$ cat src/rtl/sc_stream_decoder.sv
// sc_stream_decoder: counts the 1s on a stochastic bitstream over a fixed
// window of STREAM_LEN cycles and presents the total with a valid/ready
// output handshake. The bit present on the start edge is not counted; the
// window covers the STREAM_LEN edges that follow it.
module sc_stream_decoder #(
    parameter int STREAM_LEN = 256,
    parameter int CNT_WIDTH  = $clog2(STREAM_LEN + 1)
) (
    input  logic                 clk,
    input  logic                 rst,
    input  logic                 start,
    input  logic                 bit_in,
    output logic                 busy,
    output logic                 out_valid,
    input  logic                 out_ready,
    output logic [CNT_WIDTH-1:0] count
);

    localparam logic [1:0] S_IDLE  = 2'd0;
    localparam logic [1:0] S_ACCUM = 2'd1;
    localparam logic [1:0] S_DONE  = 2'd2;

    // Sample-counter value at which the current edge takes the final sample.
    localparam logic [CNT_WIDTH-1:0] LAST_SMP = CNT_WIDTH'(STREAM_LEN - 1);

    logic [1:0]           state_q,     state_d;
    logic [CNT_WIDTH-1:0] acc_q,       acc_d;
    logic [CNT_WIDTH-1:0] smp_q,       smp_d;
    logic [CNT_WIDTH-1:0] count_q,     count_d;
    logic                 busy_q,      busy_d;
    logic                 out_valid_q, out_valid_d;
    logic [CNT_WIDTH-1:0] sum_s;

    // Running total including the bit sampled on this edge.
    always_comb begin
        sum_s = acc_q + {{(CNT_WIDTH-1){1'b0}}, bit_in};
    end

    // Next-state logic for the FSM, accumulator, sample counter and result.
    always_comb begin
        state_d = state_q;
        acc_d   = acc_q;
        smp_d   = smp_q;
        count_d = count_q;
        case (state_q)
            S_IDLE: begin
                if (start) begin
                    state_d = S_ACCUM;
                    acc_d   = {CNT_WIDTH{1'b0}};
                    smp_d   = {CNT_WIDTH{1'b0}};
                end else begin
                    state_d = S_IDLE;
                end
            end
            S_ACCUM: begin
                // start is deliberately ignored while a window is running
                acc_d = sum_s;
                smp_d = smp_q + CNT_WIDTH'(1);
                if (smp_q == LAST_SMP) begin
                    count_d = sum_s;
                    state_d = S_DONE;
                end else begin
                    state_d = S_ACCUM;
                end
            end
            S_DONE: begin
                if (out_ready) begin
                    if (start) begin
                        // back-to-back: first sample of the new window is next edge
                        state_d = S_ACCUM;
                        acc_d   = {CNT_WIDTH{1'b0}};
                        smp_d   = {CNT_WIDTH{1'b0}};
                    end else begin
                        state_d = S_IDLE;
                    end
                end else begin
                    state_d = S_DONE;
                end
            end
            default: begin
                state_d = S_IDLE;
            end
        endcase
        // status flags are registered copies of the next-state decode
        busy_d      = (state_d == S_ACCUM);
        out_valid_d = (state_d == S_DONE);
    end

    // State and datapath registers with synchronous active-high reset.
    always_ff @(posedge clk) begin
        if (rst) begin
            state_q     <= S_IDLE;
            acc_q       <= {CNT_WIDTH{1'b0}};
            smp_q       <= {CNT_WIDTH{1'b0}};
            count_q     <= {CNT_WIDTH{1'b0}};
            busy_q      <= 1'b0;
            out_valid_q <= 1'b0;
        end else begin
            state_q     <= state_d;
            acc_q       <= acc_d;
            smp_q       <= smp_d;
            count_q     <= count_d;
            busy_q      <= busy_d;
            out_valid_q <= out_valid_d;
        end
    end

    assign busy      = busy_q;
    assign out_valid = out_valid_q;
    assign count     = count_q;

endmodule

$ cat config.mk
export PLATFORM = sky130hd
export DESIGN_NAME = sc_stream_decoder
export DESIGN_NICKNAME = d
export VERILOG_FILES = /design/src/rtl/sc_stream_decoder.sv
export SDC_FILE = /design/constraint.sdc
export NUM_CORES = 1
export LEC_CHECK = 0
export ABC_AREA = 0
export BUFFER_PORTS_ARGS = -buffer_cell sky130_fd_sc_hd__buf_4
export CORE_MARGIN = 2
export CORE_UTILIZATION = 40
export CTS_BUF_LIST = sky130_fd_sc_hd__clkbuf_4 sky130_fd_sc_hd__clkbuf_8 sky130_fd_sc_hd__clkbuf_16
export DETAILED_ROUTE_END_ITERATION = 12
export SETUP_SLACK_MARGIN = 0.2
export SLEW_MARGIN = 20
export SYNTH_ARGS = -nofsm -noshare
export SYNTH_HDL_FRONTEND = slang
export SYNTH_SLANG_ARGS = --single-unit
$ cat constraint.sdc
create_clock -name clk -period 5.8 [get_ports clk]
set_input_delay 1.45 -clock clk [delete_from_list [all_inputs] [get_ports clk]]
set_output_delay 1.45 -clock clk [all_outputs]
set_load 0.02 [all_outputs]
==> out/results.tsv <==
metric	value	unit
status	completed	
slew_headroom	31.7	%
syn-cell-area	1400	um^2
clkLatencyLatePin	0.34	ns
cts_setup_buffers	0	
cts-buffers-inserted	5	
cp_slowest_cell	or3_1	
cp.required	6.07	ns
worst-r2r-cell-count	8	
fin_skew	0.0109	ns
grt_overflow	0	
rsz0062_at_grt	no	
drc	0	
grt_pass1_wl	4820	um
synth_cells	167	
layout_common_cells	31 x dfxtp_1, 29 x nor2_1, 15 x buf_4, 12 x nand2_1, 11 x a21oi_1	
dp_hpwl	1890	um
num_vias	1199	
final_common_cell	dfxtp_1	
tightest_slew	1.02	ns
crit_type	in -> reg	
ys_ff_latch	31	
fmax	0.369	GHz
ys_warn_count	0	
dr.pass1.iters	4	
endpoint_kind	register	
drive_gt1_share	13.7	%
crit_path_start_kind	input pin	
cts_tree	built	
initial_core_util	41.7	%
period_needed	2.71	ns
rrSetupSlack	3.53	ns
ant_nets	0	
vdd_drop_max	0.130	mV
p_leak	0.568	nW
crit_chain	buf_4, ha_1, ha_1, nand3_1, or2_1, or3_1, a31oi_1	
grt_max_degree	28	
cts_root_buf	clkbuf_4	
reg2reg_from	smp_q[0]$_SDFFE_PP0P_	
dieHeight	63.2	um
gp_congestion	0.781	
path_depth	7	
syn-num-nets	176	
setup_viol	0	
yosysUniqueCellTypes	31	
place_inst	220	
finalSetupTns	0	ns
post_drt_wl_per_cell	12.4	um
clock-sinks	31	
r2r_end	count[7]$_SDFFE_PP0P_	
cp_max_fo	6	
coreArea	3360	um^2
cpMostUsedCell	ha_1	
holdBufCountCts	0	
port_buffers	15	
critical_path.startpoint	bit_in	
nNetsFinal	190	
h-tree-depth	2	
clkSlewWorstSetupHoldPaths	0.09	ns
clockBufferDepth	2	
slew_viol_final	0	
die_x	63.2	um
area_growth	14.5	%
antenna_found_initial	0	
finalPower	0.394	mW
hp-class	reg -> reg	
cp_data_arrival_time	2.98	ns
drv_cap	0	
drt_iter0_drc	22	
ioPinCount	16	
die_area	3990	um^2
cp_num_buf_inv	1	
fillers	369	
grt_util_all_layers	15.6	%
rows	21	
hold_viol	0	
synth_seq_area_share	44.3	%
cpPeakStageDelay	0.31	ns
postSynthAreaPerCell	8.39	um^2
endpoint	acc_q[8]$_SDFFE_PP0P_	
wirelength	2820	um
n_antenna_cell	0	
final_cells	228	
postCtsResizedCells	0	
p_per_area	245	nW/um^2
grt_pass1_vias	1136	
post-route-period-util	46.7	%
vias_per_cell	5.26	
cp_top_family	simple AND/OR/NAND/NOR gates	
## worst min-delay path by stage
stage / to / slack [ns] / cells past startpoint / start
2_1_floorplan: smp_q[6]$_SDFFE_PP0P_ / 0.45 / 2 / smp_q[6]$_SDFFE_PP0P_
3_3_place_gp: count[1]$_SDFFE_PP0P_ / 0.45 / 2 / count[1]$_SDFFE_PP0P_
3_5_place_dp: count[0]$_SDFFE_PP0P_ / 0.46 / 2 / count[0]$_SDFFE_PP0P_
4_1_cts: count[0]$_SDFFE_PP0P_ / 0.47 / 2 / count[0]$_SDFFE_PP0P_
5_1_grt: count[0]$_SDFFE_PP0P_ / 0.49 / 2 / count[0]$_SDFFE_PP0P_
6_report: count[0]$_SDFFE_PP0P_ / 0.47 / 2 / count[0]$_SDFFE_PP0P_
## through the flow
step / hold slack, ns / setup WS, ns / util (%) / instance area [um^2]
after detailed placement: 0.460 / 2.72 / 45.5 / 1530
after floorplan: 0.452 / 2.97 / - / 1400
after global placement: 0.446 / 2.80 / 45.5 / 1530
after CTS: 0.473 / 3.09 / 47.7 / 1600
final: 0.467 / 3.09 / 47.7 / 1600
after global routing: 0.494 / 3.00 / 47.7 / 1600
## sequential cells by signal (all words and copies together) (netlist names)
signal and count:
busy 1, smp_q 9, acc_q 9, out_valid 1, count 9, state_q 2
## logic make-up (layout without fill, tap and decap cells)
group | count (synthesis) | count (layout) | synth area share [%]
buffers and inverters | 12 | 27 | 3.93
AND/OR/NAND/NOR | 72 | 72 | 24.7
XOR/XNOR | 8 | 8 | 5.00
AO/OA/AOI/OAI | 40 | 40 | 18.5
flip-flops | 31 | 31 | 44.3
adder cells (fa/ha/maj) | 4 | 4 | 3.57
## where the power goes
part	internal [mW]	switching [mW]	total, mW
combinational	0.00830	0.0164	0.0247
clock	0.0759	0.0758	0.152
sequential	0.215	0.00204	0.217
total	0.299	0.0943	0.394
## final cells by class
| cell class | count | area, um^2 | share of cell area [%] |
|---|---|---|---|
| inverters | 4 | 15.0 | 0.936 |
| repair buffers | 15 | 113 | 7.02 |
| well taps | 46 | 57.6 | 3.59 |
| clock buffers | 8 | 72.6 | 4.52 |
| flip-flops and latches | 31 | 621 | 38.7 |
| multi-input cells | 124 | 726 | 45.2 |
## cells in the mapped netlist
| cell | instances | area [um^2] |
|---|---|---|
| dfxtp_1 | 31 | 621 |
| nor2_1 | 29 | 109 |
| nand2_1 | 12 | 45.0 |
| a21oi_1 | 11 | 55.1 |
| nand3_1 | 10 | 50.1 |
| a211oi_1 | 7 | 52.6 |
| a31oi_1 | 5 | 31.3 |
| clkbuf_1 | 5 | 18.8 |
| or4_1 | 5 | 37.5 |
| a22oi_1 | 4 | 30.0 |
| ha_1 | 4 | 50.1 |
| inv_1 | 4 | 15.0 |
| o21ai_0 | 4 | 20.0 |
| or3_1 | 4 | 25.0 |
| xnor2_1 | 4 | 35.0 |
| xor2_1 | 4 | 35.0 |
| nand4_1 | 3 | 18.8 |
| o211ai_1 | 3 | 22.5 |
| o31ai_1 | 3 | 22.5 |
| buf_2 | 2 | 10.0 |
| nand2b_1 | 2 | 12.5 |
| nor3_1 | 2 | 10.0 |
| a21o_1 | 1 | 7.51 |
| a31o_2 | 1 | 8.76 |
| a32oi_1 | 1 | 8.76 |
| and2_1 | 1 | 6.26 |
| and3_1 | 1 | 6.26 |
| buf_6 | 1 | 11.3 |
| nand2b_4 | 1 | 13.8 |
| nor2b_1 | 1 | 6.26 |
| or2_1 | 1 | 6.26 |
## routing by layer
layer / track usage, % / share of wire, %
met2: 24.2 / 44
met3: 4.46 / 4.9
met4: 9.78 / 2.5
met5: 0 / 0
met1: 18.8 / 49
## worst min-delay path, stage by stage (launching register included)
cell and delay [ns]:
dfxtp_1 0.32, nand2_1 0.05, a21oi_1 0.05
Note: power is estimated with default switching activity, not from simulation.
